**config.mk**
```make
export PLATFORM = sky130hd
export DESIGN_NAME = alu_issue_ctrl_flat
export DESIGN_NICKNAME = d
export VERILOG_FILES = /design/src/rtl/alu_issue_ctrl_pkg.sv /design/src/rtl/alu_issue_ctrl_if.sv /design/src/rtl/alu_issue_ctrl_decode.sv /design/src/rtl/alu_issue_ctrl.sv /design/src/flat_wrapper.sv
export SDC_FILE = /design/constraint.sdc
export NUM_CORES = 1
export LEC_CHECK = 0
export ABC_AREA = 1
export CAP_MARGIN = 20
export CORE_ASPECT_RATIO = 0.6
export CORE_MARGIN = 5
export CORE_UTILIZATION = 44
export DETAILED_ROUTE_END_ITERATION = 10
export PLACE_DENSITY = 0.83
export SLEW_MARGIN = 0
export SYNTH_ARGS = -nofsm -noshare
export SYNTH_HDL_FRONTEND = slang
export SYNTH_SLANG_ARGS = --single-unit
```
**constraint.sdc**
```tcl
create_clock -name clk -period 1.9 [get_ports clk]
set_clock_uncertainty 0.05 [all_clocks]
set_input_delay 0.19 -clock clk [delete_from_list [all_inputs] [get_ports clk]]
set_output_delay 0.19 -clock clk [all_outputs]
set_load 0.05 [all_outputs]
```
**src/rtl/alu_issue_ctrl_pkg.sv**
```systemverilog
// Shared encodings for the ALU issue controller: ALU control codes, ALUOp/funct values, FSM states.
package alu_issue_ctrl_pkg;

  localparam int WIDTH = 32;

  localparam logic [3:0] ALU_AND = 4'b0000;
  localparam logic [3:0] ALU_OR  = 4'b0001;
  localparam logic [3:0] ALU_ADD = 4'b0010;
  localparam logic [3:0] ALU_SUB = 4'b0110;
  localparam logic [3:0] ALU_SLT = 4'b0111;

  localparam logic [1:0] ALUOP_MEM   = 2'b00;
  localparam logic [1:0] ALUOP_BEQ   = 2'b01;
  localparam logic [1:0] ALUOP_RTYPE = 2'b10;
  localparam logic [1:0] ALUOP_RSVD  = 2'b11;

  localparam logic [5:0] FUNCT_ADD = 6'b100000;
  localparam logic [5:0] FUNCT_SUB = 6'b100010;
  localparam logic [5:0] FUNCT_AND = 6'b100100;
  localparam logic [5:0] FUNCT_OR  = 6'b100101;
  localparam logic [5:0] FUNCT_SLT = 6'b101010;

  typedef enum logic [1:0] {
    ST_IDLE = 2'd0,
    ST_EXEC = 2'd1,
    ST_CAPT = 2'd2,
    ST_RESP = 2'd3
  } state_e;

endpackage

```
**src/rtl/alu_issue_ctrl_if.sv**
```systemverilog
// Request, ALU-side and response signals of the ALU issue controller.
interface alu_issue_if;
  import alu_issue_ctrl_pkg::*;

  logic             in_valid;
  logic             in_ready;
  logic [1:0]       in_aluop;
  logic [5:0]       in_funct;
  logic [WIDTH-1:0] in_a;
  logic [WIDTH-1:0] in_b;
  logic [3:0]       alu_control;
  logic [WIDTH-1:0] alu_in1;
  logic [WIDTH-1:0] alu_in2;
  logic [WIDTH-1:0] alu_result;
  logic             alu_zero;
  logic             out_valid;
  logic             out_ready;
  logic [WIDTH-1:0] out_result;
  logic             out_zero;
  logic             out_err;

  modport slave (
    input  in_valid, in_aluop, in_funct, in_a, in_b, alu_result, alu_zero, out_ready,
    output in_ready, alu_control, alu_in1, alu_in2, out_valid, out_result, out_zero, out_err
  );

  modport master (
    output in_valid, in_aluop, in_funct, in_a, in_b, alu_result, alu_zero, out_ready,
    input  in_ready, alu_control, alu_in1, alu_in2, out_valid, out_result, out_zero, out_err
  );

endinterface

```
**src/rtl/alu_issue_ctrl_decode.sv**
```systemverilog
// ALUOp/funct to 4-bit ALU control decode, with operand-swap and legality flags.
module alu_ctl_decode
  import alu_issue_ctrl_pkg::*;
(
  input  logic [1:0] aluop_i,
  input  logic [5:0] funct_i,
  output logic [3:0] ctrl_o,
  output logic       swap_o,
  output logic       legal_o
);

  always_comb begin
    ctrl_o  = ALU_ADD;
    swap_o  = 1'b0;
    legal_o = 1'b1;
    case (aluop_i)
      ALUOP_MEM: ctrl_o = ALU_ADD;
      ALUOP_BEQ: ctrl_o = ALU_SUB;
      ALUOP_RTYPE: begin
        case (funct_i)
          FUNCT_ADD: ctrl_o = ALU_ADD;
          FUNCT_SUB: ctrl_o = ALU_SUB;
          FUNCT_AND: ctrl_o = ALU_AND;
          FUNCT_OR:  ctrl_o = ALU_OR;
          // The ALU evaluates in2 < in1, so swapping yields rs < rt
          FUNCT_SLT: begin
            ctrl_o = ALU_SLT;
            swap_o = 1'b1;
          end
          default:   legal_o = 1'b0;
        endcase
      end
      ALUOP_RSVD: legal_o = 1'b0;
      default:    legal_o = 1'b0;
    endcase
  end

endmodule

```
**src/rtl/alu_issue_ctrl.sv**
```systemverilog
// Issues one decoded operation to a registered ALU, waits out its latency and returns the result.
module alu_issue_ctrl
  import alu_issue_ctrl_pkg::*;
#(
  parameter int ALU_LAT = 1
) (
  input  logic        clk,
  input  logic        rst_n,
  alu_issue_if.slave  bus
);

  localparam logic [2:0] CNT_INIT = 3'(ALU_LAT - 1);

  state_e           state_q;
  logic [2:0]       cnt_q;
  logic             in_ready_q;
  logic [3:0]       ctl_q;
  logic [WIDTH-1:0] in1_q;
  logic [WIDTH-1:0] in2_q;
  logic             out_valid_q;
  logic [WIDTH-1:0] out_result_q;
  logic             out_zero_q;
  logic             out_err_q;

  logic [3:0]       dec_ctrl_d;
  logic             dec_swap_d;
  logic             dec_legal_d;

  alu_ctl_decode u_decode (
    .aluop_i (bus.in_aluop),
    .funct_i (bus.in_funct),
    .ctrl_o  (dec_ctrl_d),
    .swap_o  (dec_swap_d),
    .legal_o (dec_legal_d)
  );

  always_ff @(posedge clk or negedge rst_n) begin
    if (!rst_n) begin
      state_q      <= ST_IDLE;
      cnt_q        <= '0;
      in_ready_q   <= 1'b0;
      ctl_q        <= '0;
      in1_q        <= '0;
      in2_q        <= '0;
      out_valid_q  <= 1'b0;
      out_result_q <= '0;
      out_zero_q   <= 1'b0;
      out_err_q    <= 1'b0;
    end else begin
      case (state_q)
        ST_IDLE: begin
          in_ready_q <= 1'b1;
          if (in_ready_q && bus.in_valid) begin
            in_ready_q <= 1'b0;
            if (dec_legal_d) begin
              ctl_q   <= dec_ctrl_d;
              in1_q   <= dec_swap_d ? bus.in_b : bus.in_a;
              in2_q   <= dec_swap_d ? bus.in_a : bus.in_b;
              cnt_q   <= CNT_INIT;
              state_q <= ST_EXEC;
            end else begin
              out_valid_q  <= 1'b1;
              out_err_q    <= 1'b1;
              out_result_q <= '0;
              out_zero_q   <= 1'b0;
              state_q      <= ST_RESP;
            end
          end
        end
        ST_EXEC: begin
          if (cnt_q == 3'd0) state_q <= ST_CAPT;
          else               cnt_q   <= cnt_q - 3'd1;
        end
        ST_CAPT: begin
          // The ALU leaves zero stale for non-subtract ops
          out_result_q <= bus.alu_result;
          out_zero_q   <= (ctl_q == ALU_SUB) && bus.alu_zero;
          out_err_q    <= 1'b0;
          out_valid_q  <= 1'b1;
          state_q      <= ST_RESP;
        end
        ST_RESP: begin
          if (bus.out_ready) begin
            out_valid_q <= 1'b0;
            in_ready_q  <= 1'b1;
            state_q     <= ST_IDLE;
          end
        end
        default: state_q <= ST_IDLE;
      endcase
    end
  end

  assign bus.in_ready    = in_ready_q;
  assign bus.alu_control = ctl_q;
  assign bus.alu_in1     = in1_q;
  assign bus.alu_in2     = in2_q;
  assign bus.out_valid   = out_valid_q;
  assign bus.out_result  = out_result_q;
  assign bus.out_zero    = out_zero_q;
  assign bus.out_err     = out_err_q;

endmodule

```
**src/flat_wrapper.sv**
```systemverilog
// flat-port wrapper written by rule: the top's interface ports become plain ports
module alu_issue_ctrl_flat import alu_issue_ctrl_pkg::*;
#(
  parameter int ALU_LAT = 1
)
  (clk, rst_n, bus_in_valid, bus_in_aluop, bus_in_funct, bus_in_a, bus_in_b, bus_alu_result, bus_alu_zero, bus_out_ready, bus_in_ready, bus_alu_control, bus_alu_in1, bus_alu_in2, bus_out_valid, bus_out_result, bus_out_zero, bus_out_err);
  alu_issue_if bus_i ();
  input  logic clk;
  input  logic rst_n;
  input wire logic [$bits(bus_i.in_valid)-1:0] bus_in_valid;
  input wire logic [$bits(bus_i.in_aluop)-1:0] bus_in_aluop;
  input wire logic [$bits(bus_i.in_funct)-1:0] bus_in_funct;
  input wire logic [$bits(bus_i.in_a)-1:0] bus_in_a;
  input wire logic [$bits(bus_i.in_b)-1:0] bus_in_b;
  input wire logic [$bits(bus_i.alu_result)-1:0] bus_alu_result;
  input wire logic [$bits(bus_i.alu_zero)-1:0] bus_alu_zero;
  input wire logic [$bits(bus_i.out_ready)-1:0] bus_out_ready;
  output wire logic [$bits(bus_i.in_ready)-1:0] bus_in_ready;
  output wire logic [$bits(bus_i.alu_control)-1:0] bus_alu_control;
  output wire logic [$bits(bus_i.alu_in1)-1:0] bus_alu_in1;
  output wire logic [$bits(bus_i.alu_in2)-1:0] bus_alu_in2;
  output wire logic [$bits(bus_i.out_valid)-1:0] bus_out_valid;
  output wire logic [$bits(bus_i.out_result)-1:0] bus_out_result;
  output wire logic [$bits(bus_i.out_zero)-1:0] bus_out_zero;
  output wire logic [$bits(bus_i.out_err)-1:0] bus_out_err;
  assign bus_i.in_valid = bus_in_valid;
  assign bus_i.in_aluop = bus_in_aluop;
  assign bus_i.in_funct = bus_in_funct;
  assign bus_i.in_a = bus_in_a;
  assign bus_i.in_b = bus_in_b;
  assign bus_i.alu_result = bus_alu_result;
  assign bus_i.alu_zero = bus_alu_zero;
  assign bus_i.out_ready = bus_out_ready;
  assign bus_in_ready = bus_i.in_ready;
  assign bus_alu_control = bus_i.alu_control;
  assign bus_alu_in1 = bus_i.alu_in1;
  assign bus_alu_in2 = bus_i.alu_in2;
  assign bus_out_valid = bus_i.out_valid;
  assign bus_out_result = bus_i.out_result;
  assign bus_out_zero = bus_i.out_zero;
  assign bus_out_err = bus_i.out_err;
  alu_issue_ctrl #(.ALU_LAT(ALU_LAT)) u_core (.clk(clk), .rst_n(rst_n), .bus(bus_i));
endmodule
```
[Yosys cells after proc, flatten, opt, wreduce, memory -nomap -nowiden]
Cells that the tools add are included.
Cells by class
  reduce and logical (&&, ||, !) cells: 15
  eq/ne operators: 18
  $add $sub $neg: 1
  mux-type cells: 31
Operators with widths (number)
  32-bit 2-to-1 mux: 4
  32-bit case mux with 2 select lines: 1
  6-bit equality test, second input constant: 5
  3-bit case mux with 2 select lines: 2
  3-bit case mux with 4 select lines: 1
  1-bit 2-to-1 mux: 10
  3-bit 2-to-1 mux: 3
  3-bit AND reduction: 3
  2-bit equality test, second input constant: 4
  2-bit 2-to-1 mux: 4
  1-bit case mux with 2 select lines: 4
  2-bit case mux with 4 select lines: 1
  4-bit AND reduction: 2
  2-bit by 1-bit inequality test with 1-bit output, second input constant: 3
  2-bit inequality test, second input constant: 3
  2-bit nonzero test: 3
  5-bit OR reduction: 1
  2-bit by 1-bit equality test with 1-bit output, second input constant: 2
  4-bit by 3-bit equality test with 1-bit output, second input constant: 1
  3-bit logical NOT: 1
  1-bit case mux with 3 select lines: 1
  3-bit nonzero test: 1
  3-bit by 1-bit subtractor with 3-bit output, second input constant: 1
  1-bit logical AND: 2
  other kinds (2): 2
Storage, ports and cells
  input bits: 109
  logic and storage cells: 75
  flip-flop bits (word level): 109
  output and inout bits: 104

[Depth between registers and ports, before layout]
Gate-level depths: netlist of the first run.
  depth after elaboration: 7
  gate-level depth with buffers: 10

[Cells and area by module]
Synthesis of the first run repeated with hierarchy kept, for this count alone.
Second synthesis, totals
  cells, all modules: 722
  area, all modules: 5437.7 µm²
By module, submodules not included
  alu_issue_ctrl: times used 1, cells each 681, seq. area each 2727.6 µm², area each 5217.5 µm²
  alu_ctl_decode: times used 1, cells each 41, seq. area each 0.0 µm², area each 220.2 µm²

[Least setup slack after synthesis of the first run]
Ideal clock, no wire load.
  kind: register to register
  start: register u_core.state_q[0]
  end: register u_core.in1_q[0] (netlist: u_core.bus.alu_in1[0])
  setup time: 0.132 ns
  arrival: 1.532 ns
  data required time: 1.718 ns
  slack: 0.186 ns
  stages on the path, launching flop included: 11
  buffers on the path: 3
  clock period less this slack: 1.714 ns
  cell sequence: dfrtp_1 -> inv_1 -> ha_1 -> buf_2 -> inv_1 -> nor2_1 -> nand3_4 -> buf_6 -> buf_2 -> nand2_1 -> o21ai_1
On the way
  cells in the longest elaborated chain, start to end: 2
Ends and longest elaborated chain
  from (decl): RTL line alu_issue_ctrl.sv:14  | state_e state_q;
  from (signal assigned): RTL line alu_issue_ctrl.sv:39  | state_q <= ST_IDLE;
  from (signal assigned): RTL line alu_issue_ctrl.sv:60  | state_q <= ST_EXEC;
  from (signal assigned): RTL line alu_issue_ctrl.sv:66  | state_q <= ST_RESP;
  2-bit logical NOT: RTL line alu_issue_ctrl.sv:50  | case (state_q)
  3-bit AND reduction (no source line)
  to (signal assigned): RTL line alu_issue_ctrl.sv:57  | in1_q <= dec_swap_d ? bus.in_b : bus.in_a;
  to (decl): RTL line alu_issue_ctrl.sv:18  | logic [WIDTH-1:0] in1_q;
No other way between the ends.
A chain may end at the register's enable or synchronous reset.

[Worst setup path in the final report of the first run]
  start: register u_core.ctl_q[2] (netlist: u_core.bus.alu_control[2])
  end: output port bus_alu_control[2]
RTL lines
  from (decl): RTL line alu_issue_ctrl.sv:17  | logic [3:0] ctl_q;
  from (signal assigned): RTL line alu_issue_ctrl.sv:56  | ctl_q <= dec_ctrl_d;
  to (decl): RTL line flat_wrapper.sv:19  | output wire logic [$bits(bus_i.alu_control)-1:0] bus_alu_control;
No word-level cell between the ends.

==> flow_summary_export.csv, run 1 <==
group,metric,value,unit
clock_tree,clock-sinks,108,
timing,setup_viol,0,
setup_path,worst-path-max-fanout,3,
setup_path,worstSetupEndpointType,"output pin",
die,fp.dieH,95.5,µm
worst_hold_path,hp-start,"bus_alu_result[5]",
pwr,p_leak,3.99,nW
finish,final_cells,1041,
finish,stdcell_area,7960,µm²
finish,area_growth,48.3,%
setup_path,arrival,1.61,ns
global_route,grt_max_degree,109,
synth,synthDominantCellAreaShare,50.4,%
setup_path,r2r_slack,0.18,ns
setup_path,path_depth,1,
route,drt_iter0_drc,314,
clock_tree,cts_made_buffers,9,
worst_hold_path,whs_path_depth,3,
setup_path,cpMaxStageDelayCell,"clkdlybuf4s50_1",
timing,rsz0062_at_grt,"no",
timing,finalCritPeriodShare,97.5,%
placement,dp.cells,1024,
status,status,"finished clean",
clock_tree,clkTransAtPathRegs,0.07,ns
synth,seq_area_frac_synth,50.4,%
setup_path,r2r-start,"u_core.state_q[0]",
finish,antenna_cells,0,
setup_path,cp-start-kind,"flop",
route,drt-total-wl,14500,µm
placement,gp_congestion,0.823,
timing,timing.final.crit_period,1.85,ns
setup_path,r2r_cells,8,
setup_path,startpoint,"u_core.bus.alu_control[2]",
timing,report.final.slew_viol_count,0,
pwr,power.density,1730,nW/µm²
clock_tree,postCtsSetupBuffers,0,
finish,final_nets,989,
placement,port-buffer-count,211,
setup_path,required,1.66,ns
setup_path,crit_family,"buffers and inverters",
route,wl_per_cell,13.9,µm
timing,final.setup.tns,0,ns
clock_tree,clockBufferDepth,2,
clock_tree,clk_latency,0.35,ns
die,start_util,44.8,%
route,drcViolationCount,0,
die,floorplan.rows,31,
timing,finalHoldViolations,0,
timing,whs,0.357,ns
flow_run,cap_violations,0,
die,io_pins,213,
timing,worst_slew_margin_rel,60.3,%
timing,fmax,540,MHz
global_route,grt_usage,20.0,%
synth,yosys.area.top_type,"dfrtp_1",
placement,dpl_cell_area,7640,µm²
setup_path,critical_path_class,"flop to output pin",
die,fp.dieArea,14600,µm²
synth,yosys-top-cells-area,"dfrtp_1, nand2_1, o21ai_1, inv_1, nand4_1",
synth,synthCells,672,
route,first_pass_iters,5,
synth,synthDistinctLibCells,24,
pwr,peakVddDrop,0.756,mV
worst_hold_path,min_path_type,"primary input to flop",
global_route,grt_overflow,0,
global_route,grt_pass1_vias,4573,
setup_path,slowest_delay,0.85,ns
synth,syn-num-nets,790,
setup_path,critPathBufInv,1,
clock_tree,ctsHtreeMaxLevel,3,
clock_tree,ctsRootBufferMaster,"clkbuf_16",
synth,synth_warnings,0,
pwr,power,13.8,mW
timing,fin_ws,0.0474,ns
finish,layout-drive-gt1-share,5.59,%
die,die_w,153,µm
route,antenna_left,0,
route,drt-vias-per-instance,4.78,
global_route,grt_first_pass_wirelength,23500,µm
synth,syn_area_per_cell,7.98,µm²
placement,post-dp-hpwl,10900,µm
clock_tree,cts_tree,"yes",
setup_path,cp_cell_sequence,"clkdlybuf4s50_1",
global_route,antenna_found_initial,0,
die,coreArea,12000,µm²
synth,ys_ff_latch,108,
placement,pre_cts_ws,-0.106,ns
route,dr_total_vias,4975,
timing,tightest_slew,0.596,ns
finish,utilization,66.4,%
synth,syn_area,5370,µm²
## sequential cells by signal, indices dropped and copies added, names as in the netlist
name and cells:
u_core.bus.out_zero 1, u_core.bus.alu_in1 32, u_core.bus.out_err 1, u_core.cnt_q 3, u_core.bus.alu_control 3, u_core.bus.out_valid 1
u_core.bus.out_result 32, u_core.bus.in_ready 1, u_core.bus.alu_in2 32, u_core.state_q 2
## power breakdown
group          leakage, nW  internal (mW)  switching, mW
sequential            1.37           3.27          0.540
combinational         2.48           2.71           5.36
clock                0.144           1.04          0.868
total                 3.99           7.02           6.77
## cells by family (layout without fill, tap and decap cells)
kind of cell             Yosys count  after routing  share of synthesized area (%)
other                              1              1                         0.0699
buffers and inverters            128            332                           11.2
adder cells (fa/ha/maj)            9              9                           2.10
XOR/XNOR                           1              1                          0.163
flip-flops                       108            108                           50.4
AND/OR/NAND/NOR                  287            287                           22.9
AO/OA/AOI/OAI                    138            138                           13.2
## repair_timing
item | in CTS | in global routing
hold endpoints to repair | 108 | 0
hold buffers | 1 | 0
resized for setup | 0 | 2
endpoints found under the setup margin | 0 | 8
## path summary, 6_finish.rpt
kind | end
max reg2reg | u_core.bus.alu_in1[26]
max | bus_alu_control[2]
max in group asynchronous | u_core.cnt_q[1]
min | u_core.bus.out_result[5]
min in group asynchronous | u_core.bus.out_result[3]
min reg2reg | u_core.bus.out_result[19]
## synth_stat cells, drive strengths merged
library cell	count
a21oi	2
dfrtp	108
nor2	12
conb	1
nand2	226
a22o	1
nor3	2
a21boi	1
inv	84
o21ai	133
nand3	13
buf	31
clkbuf	13
nand4	34
ha	9
o211a	1
xnor2	1
## placed cells by master (no fill, tap or decap), types with 8 or more instances in the layout
master	netlist	layout
clkbuf_16	0	9
buf_4	1	16
nor2_1	12	12
inv_1	84	84
nand4_1	34	34
nand3_1	8	8
ha_1	9	9
dfrtp_1	108	108
buf_12	0	8
clkdlybuf4s50_1	0	207
nand2_1	226	225
o21ai_1	126	126
## area by class of cell
type / instances / area (µm²)
Tap cell: 165 / 206
Inverter: 84 / 315
Fill cell: 979 / 4030
Clock inverter: 6 / 68.8
Timing Repair Buffer: 232 / 2360
Clock buffer: 10 / 229
Multi-Input combinational cell: 436 / 2070
Sequential cell: 108 / 2700
## routing by layer
metal	track usage (%)	wire length [µm]
met5	0	0
met4	4.23	111
met3	6.39	1050
met2	30.6	6450
met1	28.0	6900
Power figures use the tool's default switching activity.
==> run 2: changes to the inputs <==
--- a/config.mk
+++ b/config.mk
@@ -9,9 +9,10 @@
 export CAP_MARGIN = 20
 export CORE_ASPECT_RATIO = 0.6
 export CORE_MARGIN = 5
-export CORE_UTILIZATION = 44
+export CORE_UTILIZATION = 33
 export DETAILED_ROUTE_END_ITERATION = 10
-export PLACE_DENSITY = 0.83
+export DONT_BUFFER_PORTS = 1
+export PLACE_DENSITY = 0.49
 export SLEW_MARGIN = 0
 export SYNTH_ARGS = -nofsm -noshare
 export SYNTH_HDL_FRONTEND = slang
==> flow_summary_export.csv, run 2 (same netlist as run 1, synthesis figures left out) <==
group,metric,value,unit
status,status,"finished with violations",
status,failed_checks,"hold timing",
flow_run,cap_violations,0,
timing,setup_viol,0,
worst_hold_path,min_path_type,"primary input to async pin",
timing,fin_ws,0.145,ns
clock_tree,clock-sinks,108,
timing,worst_slew_margin_rel,61.4,%
finish,fillerInstances,1576,
timing,tightest_slew,0.579,ns
pwr,power.density,1750,nW/µm²
setup_path,worstSetupEndpointType,"flop",
clock_tree,clockBufferDepth,2,
die,coreArea,16100,µm²
timing,rsz0062_at_grt,"no",
setup_path,cpMaxStageDelayCell,"dlygate4sd3_1",
placement,gp_congestion,0.761,
route,dr_total_vias,4648,
clock_tree,cts_made_buffers,9,
placement,port-buffer-count,0,
global_route,grt_max_degree,109,
timing,timing.final.crit_period,1.76,ns
clock_tree,ctsHtreeMaxLevel,3,
clock_tree,clk_latency,0.34,ns
placement,dpl_cell_area,5530,µm²
finish,area_growth,26.4,%
finish,final_nets,871,
route,drcViolationCount,0,
route,drt-vias-per-instance,4.81,
finish,final_common_cell,"nand2_1",
route,first_pass_iters,5,
clock_tree,ctsHoldBuffers,97,
setup_path,critPathBufInv,3,
die,fp.dieArea,19000,µm²
timing,whs,-0.511,ns
die,die_w,175,µm
setup_path,arrival,1.98,ns
route,drt_iter0_drc,340,
die,fp.dieH,109,µm
route,drt-total-wl,15200,µm
finish,stdcell_area,6780,µm²
setup_path,required,2.12,ns
finish,final_cell_mix,"nand2_1, o21ai_1, dfrtp_1",
finish,antenna_cells,0,
die,floorplan.rows,36,
setup_path,critical_path_class,"primary input to flop",
die,start_util,33.4,%
global_route,grt_pass1_vias,4576,
global_route,grt_usage,15.9,%
setup_path,slowest_delay,0.56,ns
finish,layout-drive-gt1-share,5.68,%
timing,final.setup.tns,0,ns
die,io_pins,213,
clock_tree,cts_tree,"yes",
route,wl_per_cell,15.8,µm
placement,post-dp-hpwl,10400,µm
global_route,grt_first_pass_wirelength,24100,µm
timing,finalCritPeriodShare,92.4,%
placement,pre_cts_ws,0.125,ns
setup_path,cp-start-kind,"primary input",
timing,finalHoldViolations,108,
global_route,grt_overflow,0,
clock_tree,ctsRootBufferMaster,"clkbuf_16",
route,antenna_left,0,
setup_path,cp_cell_sequence,"inv_1 -> ha_2 -> nand2_1 -> nor3_2 -> nand3_4 -> buf_12 -> nand2_1 -> o21ai_1 -> dlygate4sd3_1 -> o21ai_1",
global_route,antenna_found_initial,0,
pwr,peakVddDrop,0.632,mV
timing,fmax,570,MHz
clock_tree,clkTransAtPathRegs,0.07,ns
setup_path,crit_family,"buffers and inverters",
setup_path,worst-path-max-fanout,95,
pwr,p_leak,3.53,nW
finish,utilization,42.2,%
timing,report.final.slew_viol_count,0,
[run 2: cell types whose count changed in the layout (fill, tap and decap cells not counted), moves of 2 or more]
cell	previous run	this run
buf_12	8	4
inv_6	3	1
dlygate4sd3_1	1	97
clkinvlp_4	1	3
buf_4	16	13
clkdlybuf4s50_1	207	0
[run 2: area by class of cell]
cell class | count | area, µm² | area share (%)
well taps | 209 | 262 | 3.86
repair buffers | 114 | 1150 | 16.9
flip-flops and latches | 108 | 2700 | 39.9
clock inverters | 5 | 36.3 | 0.535
clock buffers | 10 | 239 | 3.52
inverters | 84 | 315 | 4.65
multi-input cells | 436 | 2080 | 30.6
[run 2: power by group]
part	switching (mW)	total [mW]	internal, mW
combinational	1.86	3.05	1.19
clock	0.844	1.77	0.921
sequential	3.86	7.07	3.21
total	6.56	11.9	5.32
[run 2: path summary, 6_finish.rpt]
path                                              to  slack, ns         startpoint  depth (start not counted)
setup / recovery              u_core.bus.alu_in1[20]       0.14    bus_in_aluop[0]                         10
hold / removal             u_core.bus.out_result[31]      -0.51              rst_n                          0
setup reg to reg            u_core.bus.out_result[0]       0.19  u_core.state_q[0]                          9
hold reg to reg                      u_core.cnt_q[1]       0.44    u_core.cnt_q[1]                          2
max in group asynchronous   u_core.bus.out_result[4]       2.17              rst_n                          0
min in group clk              u_core.bus.alu_in2[31]       0.02       bus_in_a[31]                          2
[run 2: stage by stage]
step	total power [mW]	instances	hold slack [ns]
detailed placement	10.0	854	-0.152
global placement	9.90	854	-0.151
CTS	12.0	966	-0.542
floorplan	9.08	672	-0.156
finish	11.9	966	-0.511
global route	12.6	966	-0.547
[run 2: what timing repair did]
| action | CTS | global route |
|---|---|---|
| buffers inserted | 0 | 0 |
| hold endpoints to repair | 201 | 108 |
| endpoints found under the setup margin | 0 | 19 |
| gates resized for setup | 0 | 3 |
[run 2: per-layer routing]
layer / track usage, % / part of all wire, % / vias up
met5: 0 / 0 / -
li1: - / - / 2304
met3: 6.44 / 9.2 / 10
met1: 20.9 / 45 / 2183
met2: 24.8 / 45 / 151
met4: 3.53 / 0.82 / 0
